### config.mk
export PLATFORM = sky130hd
export DESIGN_NAME = led_pwm_ctrl
export DESIGN_NICKNAME = d
export VERILOG_FILES = /design/src/rtl/led_pwm_ctrl.sv
export SDC_FILE = /design/constraint.sdc
export NUM_CORES = 1
export LEC_CHECK = 0
export BUFFER_PORTS_ARGS = -buffer_cell sky130_fd_sc_hd__buf_2
export CAP_MARGIN = 20
export CORE_MARGIN = 3
export CORE_UTILIZATION = 58
export CTS_BUF_LIST = sky130_fd_sc_hd__clkbuf_4
export DETAILED_ROUTE_END_ITERATION = 12
export PLACE_DENSITY_LB_ADDON = 0.1
export SYNTH_ARGS = -nofsm -noshare
export SYNTH_HDL_FRONTEND = slang
export SYNTH_SLANG_ARGS = --single-unit
export TNS_END_PERCENT = 20
### constraint.sdc
create_clock -name fpga_clk_in -period 2.5 [get_ports fpga_clk_in]
set_clock_uncertainty 0.2 [all_clocks]
set_input_delay 0.5 -clock fpga_clk_in [delete_from_list [all_inputs] [get_ports fpga_clk_in]]
set_output_delay 0.5 -clock fpga_clk_in [all_outputs]
set_load 0.01 [all_outputs]
### src/rtl/led_pwm_ctrl.sv
// Multi-channel LED driver: per-channel off / on / blink / PWM, set through a small register port.
// Latency: led_out and cfg_rdata are registered, one cycle after counter/cfg/address state.
// Backpressure: none; every write is taken on its strobe cycle and reads are returned every cycle.
module led_pwm_ctrl #(
  parameter int CH_NUM         = 4,
  parameter int CNT_W          = 32,
  parameter int PRESCALE       = 25,
  parameter int PWM_W          = 8,
  parameter bit LED_ACTIVE_LOW = 1'b0,
  localparam int AW            = (CH_NUM > 1) ? $clog2(CH_NUM) : 1
) (
  input  logic              fpga_clk_in,
  input  logic              fpga_rst_n,
  input  logic              cfg_wr_en,
  input  logic [AW-1:0]     cfg_addr,
  input  logic [15:0]       cfg_wdata,
  output logic [15:0]       cfg_rdata,
  output logic              pwm_tick,
  output logic [CH_NUM-1:0] led_out
);

  localparam int PRE_W = (PRESCALE > 1) ? $clog2(PRESCALE) : 1;

  // Config word layout: [1:0] mode, [6:2] blink_sel, [7] reserved, [15:8] duty.
  localparam logic [1:0] MODE_OFF   = 2'b00;
  localparam logic [1:0] MODE_ON    = 2'b01;
  localparam logic [1:0] MODE_BLINK = 2'b10;
  localparam logic [1:0] MODE_PWM   = 2'b11;

  logic [CNT_W-1:0]  led_cnt;
  logic [PRE_W-1:0]  pre_cnt;
  logic [PWM_W-1:0]  pwm_cnt;
  logic [15:0]       cfg [CH_NUM];
  logic              pre_wrap;
  logic [15:0]       rd_sel;
  logic [CH_NUM-1:0] raw_lvl;

  // With PRESCALE=1 the prescaler sits at 0 and wraps every cycle, so pwm_tick stays high.
  assign pre_wrap = (pre_cnt == PRE_W'(PRESCALE - 1));

  // Shared free-running counters: blink source, prescaler and PWM step counter.
  always_ff @(posedge fpga_clk_in) begin
    if (!fpga_rst_n) begin
      led_cnt  <= '0;
      pre_cnt  <= '0;
      pwm_cnt  <= '0;
      pwm_tick <= 1'b0;
    end else begin
      led_cnt  <= led_cnt + CNT_W'(1);
      pre_cnt  <= pre_wrap ? '0 : pre_cnt + PRE_W'(1);
      pwm_tick <= pre_wrap;
      if (pre_wrap) begin
        pwm_cnt <= pwm_cnt + PWM_W'(1);
      end
    end
  end

  // Config register file; addresses with no matching channel are dropped.
  always_ff @(posedge fpga_clk_in) begin
    if (!fpga_rst_n) begin
      for (int i = 0; i < CH_NUM; i++) begin
        cfg[i] <= '0;
      end
    end else begin
      for (int i = 0; i < CH_NUM; i++) begin
        if (cfg_wr_en && (cfg_addr == AW'(i))) begin
          cfg[i] <= cfg_wdata;
        end
      end
    end
  end

  // Readback mux; an address past the last channel returns zero.
  always_comb begin
    rd_sel = '0;
    for (int i = 0; i < CH_NUM; i++) begin
      if (cfg_addr == AW'(i)) begin
        rd_sel = cfg[i];
      end
    end
  end

  // Per-channel level before polarity; a blink tap past the counter width shifts out to 0.
  always_comb begin
    raw_lvl = '0;
    for (int i = 0; i < CH_NUM; i++) begin
      case (cfg[i][1:0])
        MODE_OFF:   raw_lvl[i] = 1'b0;
        MODE_ON:    raw_lvl[i] = 1'b1;
        MODE_BLINK: raw_lvl[i] = |(led_cnt & (CNT_W'(1) << cfg[i][6:2]));
        MODE_PWM:   raw_lvl[i] = (pwm_cnt < PWM_W'(cfg[i][15:8]));
        default:    raw_lvl[i] = 1'b0;
      endcase
    end
  end

  // Registered pin drive and readback; mode changes take effect on the next edge, unsynchronised.
  always_ff @(posedge fpga_clk_in) begin
    if (!fpga_rst_n) begin
      led_out   <= {CH_NUM{LED_ACTIVE_LOW}};
      cfg_rdata <= '0;
    end else begin
      led_out   <= raw_lvl ^ {CH_NUM{LED_ACTIVE_LOW}};
      cfg_rdata <= rd_sel;
    end
  end

endmodule

==> results of run 1 <==
path summary, 6_finish.rpt:
kind,slack (ps),cells past startpoint,to,startpoint
setup / recovery,260,6,led_out[0],cfg[0][3]
hold / removal,60,2,cfg[1][0],cfg_wdata[0]
setup reg to reg,260,6,led_out[0],cfg[0][3]
hold reg to reg,270,1,pre_cnt[0],pre_cnt[0]
kinds of logic (layout without fill, tap and decap cells):
family | after synthesis | in the layout | share of synthesized area
adders and majority gates | 32 | 32 | 0.0526
and+or+nand+nor | 306 | 306 | 0.245
AOI/OAI and AO/OA | 95 | 95 | 0.0874
xor gates and xnor gates | 37 | 37 | 0.0425
buffers and inverters | 90 | 156 | 0.0509
other | 0 | 1 | 0
DFF | 130 | 130 | 0.426
muxes | 46 | 46 | 0.0958
sequential cells by signal, summed over array words and instances, names as in the netlist:
register   flops
cfg           64
cfg_rdata     16
led_cnt       32
led_out        4
pre_cnt        5
pwm_cnt        8
pwm_tick       1
placed cells by master, fill, tap and decap left out, types with 4 or more instances in the layout:
cell,n
nand4_1,13
inv_1,37
nor3_1,6
nand2b_1,10
nand4b_1,5
dfxtp_1,66
buf_2,41
xnor2_1,24
and3_1,7
mux4_2,19
buf_4,45
nor4_1,4
nand3_1,26
and2_1,114
clkbuf_4,21
nor2_1,25
a31oi_1,5
o21ai_0,14
a221oi_1,4
a22o_1,5
nand2_1,40
mux2_2,12
ha_1,32
nor2b_1,12
or3_1,4
edfxtp_1,64
a21oi_1,18
nor3b_1,6
nand3b_1,15
a211oi_1,8
xor2_1,13
mux2i_1,14
a21o_1,7
layout make-up:
type	count	area (um^2)
clock inverter	11	139
multi-input combinational	516	3990
tap	172	215
fill	1067	4280
clock buffer	21	158
sequential	130	3240
inverter	37	139
timing repair buffer	87	563
antenna	1	2.50
through the flow:
stage               setup WS, ps  hold WS, ps
floorplan                   19.3          230
global placement             313          242
detailed placement           303          247
CTS                          265         15.0
global route                 102         31.8
finish                       257         60.2
power by group through the flow:
stage | sequential [mW] | clock, mW | combinational (mW)
after floorplan | 2.46 | 0 | 0.341
after global placement | 2.51 | 0 | 0.487
after detailed placement | 2.52 | 0 | 0.498
after CTS | 2.47 | 1.52 | 0.501
after global routing | 2.49 | 1.62 | 0.542
final | 2.48 | 1.48 | 0.500
worst max-delay path, stage by stage, from the launching register on:
cell,delay (ps)
edfxtp_1,510
nor2b_1,230
a22o_1,190
a2111oi_0,390
o221ai_1,200
and4b_1,220
a32o_1,200
routing by layer:
layer | routed length (um) | share of wire | global-route usage | up-vias
met1 | 8750 | 0.44 | 0.417 | 2852
li1 | - | - | - | 2740
met5 | 13 | 0.00066 | 0 | -
met4 | 443 | 0.022 | 0.0857 | 2
met2 | 8830 | 0.45 | 0.418 | 286
met3 | 1750 | 0.088 | 0.0561 | 37
==> summary.md, run 1 <==
| Metric | Value |
|---|---|
| Post-layout nets | `842` |
| Hold_buf cts | `0` |
| Clk root buf | `clkbuf_4` |
| RSZ-0062 raised after global routing | `no` |
| Fin crit share | `0.897` |
| Number of setup violations in the final report | `0` |
| Sequential power share | `0.555` |
| Worst Hold Class | `input port to register` |
| FFs w/ async S/R, synth | `0` |
| Post-CTS Resized | `0` |
| Post-Syn Area per Cell | `10.3 um^2` |
| Cell area after synthesis | `7620 um^2` |
| # rows | `41` |
| Internal power | `3.32 mW` |
| TritonRoute pass-1 iters | `7` |
| Cells after synthesis | `736` |
| Overall power | `4.46 mW` |
| Leading cell types by total area after synthesis | `edfxtp_1 25%, dfxtp_1 17%, and2_1 9.4%` |
| F_max | `0.446 GHz` |
| Final Max Slew Viols | `0` |
| Area growth syn-to-layout | `10.9%` |
| Worst-case clock buffer depth | `2` |
| CP Capture Type | `register` |
| Worst-Margin Slew | `between 500 and 600 ps` |
| Logic pwr share | `0.112` |
| GPL Wtd Cong | `0.977` |
| Initial core utilization | `0.599` |
| DRC errors left | `0` |
| Vias in the first global route | `5520` |
| Sw frac | `0.256` |
| WP data required | `around 2700 ps` |
| #FFs+latches synth | `130` |
| Clk network pwr share | `0.333` |
| Worst-path maximum fanout | `7` |
| Dpl cell area | `8150 um^2` |
| Routed vias | `approximately 5.9k` |
| CTS tree | `yes` |
| Die Y | `121 um` |
| Initial antenna violation count | `2` |
| Cell with the most instances after synthesis | `and2_1` |
| Clock-pin slew on the worst setup and hold paths | `120 ps` |
| Number of flops mapped to enable cells by yosys | `64` |
| Die area | `roughly 15000 um^2` |
| Vias per cell | `6.07` |
| Synth cell count leaders | `114 x and2_1, 66 x dfxtp_1, 64 x edfxtp_1` |
| Post-Synthesis Net Count | `789` |
| Pleak | `3.47 nW` |
| Maximum Capacitance Violations | `0` |
| DR WL/cell | `20.3 um` |
| Clock Latency Late Sink | `540 ps` |
| Sequential-to-total area share from yosys stat | `0.426` |
| Buffers on Ports | `41` |
| Placed Cells | `942` |
| Number of DRC markers in iteration 0 | `607` |
| Startpoint types | `register` |
| Core area | `roughly 13000 um^2` |
| H-tree depth | `4` |
| Primary FF master, synth | `dfxtp_1` |
| Setup TNS | `0 ps` |
| Setup Buffers After CTS | `0` |
| Final Hold Viols | `0` |
| Post-DP HPWL | `14600 um` |
| Slew Limit Headroom | `0.647` |
| I/O pins | `42` |
| Net Sw Power | `1.14 mW` |
| VDD IR max | `0.650 mV` |
| GRT Total Usage | `0.281` |
| Largest net degree at the start of global routing | `37` |
| Critical Path AT | `about 2500 ps` |
| CTS Buf Count | `17` |
| Final WL | `slightly below 20000 um` |
| CTS Sinks | `130` |
| Count of different cell masters after synthesis | `68` |
| Synthesis warning total | `0` |
| Min Tclk post-route | `~2200 ps` |
| PD cells | `528 nW/um^2` |
| First-pass GRT wire length | `30700 um` |
| Final std cells w/o fill | `975` |
| Status | `finished, final reports clean` |
| DIE WIDTH | `121 um` |
| Critical path class | `register to register` |
| GR Overflow Total | `0` |
| Final Instance Area | `8450 um^2` |
| Post-synth top area cell | `edfxtp_1` |
| Final ANT Viol Nets | `0` |
| Share of layout cells above drive strength 1 | `0.196` |
| Final core occ | `0.664` |
| Share of the synthesized area in the top cell type | `0.252` |
No activity file was read; power rests on OpenSTA's default activity.
==> inputs of run 2 (changes only) <==
CORE_MARGIN = 5   (was 3)
CORE_UTILIZATION = 65   (was 58)
clock period = 2.8 ns   (was 2.5 ns; I/O delays follow)
==> run 2 against run 1 <==
Hold slack improved by 44 ps. Global-route usage barely moved. Combinational power fell by 16%. Highest routed layer is now met4. First-iteration DRC count rose by 23%. Count of clock-buffer cells in the layout did not move. Sequential share of layout area rose by 1.0 points. Via count fell by 1.1%. Core utilization rose by 5.3 points. Die area fell by 3.9%. Final cell count fell by 5.4%. Setup slack improved by 240 ps. Routed wire length fell by 2.8%.
==> summary.md, run 2 (synthesized netlist as in run 1, its figures left out) <==
| Metric | Value |
|---|---|
| Sw frac | `0.258 (was 0.256)` |
| Top flop regs | `cfg (64), led_cnt (32), cfg_rdata (16) (unchanged)` |
| Clock-pin slew on the worst setup and hold paths | `130 ps (was 120 ps)` |
| Final Instance Area | `8220 um^2 (was 8450 um^2)` |
| Vias in the first global route | `5735 (was 5520)` |
| Vias per cell | `6.34 (was 6.07)` |
| PD cells | `483 nW/um^2 (was 528 nW/um^2)` |
| Worst path max stage delay | `610 ps (was 510 ps)` |
| CTS Sinks | `130 (unchanged)` |
| Worst path top cell family by delay | `simple AND/OR/NAND/NOR gates (was compound AO/OA/AOI/OAI gates)` |
| Status | `finished, final reports clean (unchanged)` |
| Clk network pwr share | `0.336 (was 0.333)` |
| Hold_buf cts | `0 (unchanged)` |
| Die Y | `118 um (was 121 um)` |
| Dpl cell area | `7930 um^2 (was 8150 um^2)` |
| Most common cell after layout, fill and taps aside | `and2_1 (unchanged)` |
| WP data required | `3080 ps (was 2740 ps)` |
| Routed vias | `5850 (was 5917)` |
| Final Max Slew Viols | `0 (unchanged)` |
| Setup Buffers After CTS | `0 (unchanged)` |
| Initial antenna violation count | `0 (was 2)` |
| Highest-count cells in the layout ignoring fill and taps | `114 x and2_1, 66 x dfxtp_1, 64 x edfxtp_1 (unchanged)` |
| Post-layout nets | `819 (was 842)` |
| Worst-Margin Slew | `687 ps (was 529 ps)` |
| # rows | `39 (was 41)` |
| Sequential power share | `0.558 (was 0.555)` |
| Max FFs per register | `64 (unchanged)` |
| Net Sw Power | `1.03 mW (was 1.14 mW)` |
| RSZ-0062 raised after global routing | `no (unchanged)` |
| GR Overflow Total | `0 (unchanged)` |
| Critical path class | `register to register (unchanged)` |
| Clock Latency Late Sink | `570 ps (was 540 ps)` |
| Worst path most repeated cell | `nand4_1` |
| GRT Total Usage | `0.281 (about the same)` |
| Maximum Capacitance Violations | `0 (unchanged)` |
| Final ANT Viol Nets | `0 (unchanged)` |
| Share of layout cells above drive strength 1 | `0.172 (was 0.196)` |
| First-pass GRT wire length | `30500 um (was 30700 um)` |
| CTS Buf Count | `17 (unchanged)` |
| Number of DRC markers in iteration 0 | `744 (was 607)` |
| Core area | `11500 um^2 (was 12700 um^2)` |
| Logic pwr share | `0.106 (was 0.112)` |
| DRC errors left | `0 (unchanged)` |
| I/O pins | `42 (unchanged)` |
| Die area | `14000 um^2 (was 14500 um^2)` |
| Worst Path Buf+Inv | `0 (unchanged)` |
| Diode count | `0 (was 1)` |
| Worst Hold Class | `input port to register (unchanged)` |
| Worst-path maximum fanout | `7 (unchanged)` |
| Setup TNS | `0 ps (unchanged)` |
| TritonRoute pass-1 iters | `5 (was 7)` |
| Critical Path AT | `2590 ps (was 2480 ps)` |
| F_max | `0.434 GHz (was 0.446 GHz)` |
| Fin crit share | `0.823 (was 0.897)` |
| Final WL | `19200 um (was 19800 um)` |
| CP Capture Type | `register (unchanged)` |
| Slew Limit Headroom | `0.541 (was 0.647)` |
| Final Hold Viols | `0 (unchanged)` |
| DIE WIDTH | `118 um (was 121 um)` |
| Min Tclk post-route | `2310 ps (was 2240 ps)` |
| Initial core utilization | `0.664 (was 0.599)` |
| Post-CTS Resized | `0 (unchanged)` |
| Worst-path cell chain | `nand4_1, nor4_4, nand4_1, or3_1, a21boi_1 (was nor2b_1, a22o_1, a2111oi_0, o221ai_1, and4b_1, a32o_1)` |
| GPL Wtd Cong | `0.980 (was 0.977)` |
| Clk root buf | `clkbuf_4 (unchanged)` |
| Number of setup violations in the final report | `0 (unchanged)` |
| Pleak | `3.35 nW (was 3.47 nW)` |
| Critical path's slowest cell | `dfxtp_1 (was edfxtp_1)` |
| Worst-case clock buffer depth | `2 (unchanged)` |
| Internal power | `2.95 mW (was 3.32 mW)` |
| Largest reg by FF count | `cfg (unchanged)` |
| Area growth syn-to-layout | `7.93% (was 10.9%)` |
| Startpoint types | `register (unchanged)` |
| Post-DP HPWL | `13800 um (was 14600 um)` |
| Buffers on Ports | `41 (unchanged)` |
| CTS tree | `yes (unchanged)` |
| VDD IR max | `0.434 mV (was 0.650 mV)` |
| H-tree depth | `4 (unchanged)` |
| DR WL/cell | `20.8 um (was 20.3 um)` |
| Largest net degree at the start of global routing | `68 (was 37)` |
| Fillcell total | `860 (was 1067)` |
[run 2: per-stage QoR]
stage,hold WS [ps],power (mW),util,setup WS [ps],cells
final,104,3.97,0.717,495,922
after global routing,76.7,4.13,0.717,297,922
after CTS,78.4,3.99,0.717,525,922
after detailed placement,265,2.67,0.691,520,890
after global placement,243,2.66,0.691,589,890
after floorplan,230,2.50,-,259,736
[run 2: cell type report]
type	instances	area, um^2	area share
Tap cell	143	179	0.0218
Timing Repair Buffer	64	378	0.0460
Multi-Input combinational cell	516	3990	0.485
Inverter	37	139	0.0169
Clock inverter	11	139	0.0169
Clock buffer	21	158	0.0192
Sequential cell	130	3240	0.394
[run 2: path summary, 6_finish.rpt]
kind | slack [ps] | to | start | cells past startpoint
max | 490 | led_cnt[30] | led_cnt[14] | 5
min | 100 | cfg[0][1] | cfg_wdata[1] | 2
max reg2reg | 490 | led_cnt[30] | led_cnt[14] | 5
min reg2reg | 290 | pre_cnt[0] | pre_cnt[0] | 1
[run 2: metal layers]
| metal | vias to the layer above | share of wire | global-route usage |
|---|---|---|---|
| met5 | - | 0 | 0 |
| met4 | 0 | 0.028 | 0.115 |
| met3 | 48 | 0.096 | 0.0645 |
| met2 | 267 | 0.44 | 0.409 |
| met1 | 2837 | 0.44 | 0.407 |
| li1 | 2698 | - | - |
[run 2: power groups by stage]
stage	clock network, mW	logic, mW	registers, mW
floorplan	0	0.304	2.20
global placement	0	0.404	2.25
detailed placement	0	0.416	2.26
CTS	1.35	0.418	2.21
global route	1.44	0.458	2.23
finish	1.34	0.420	2.22
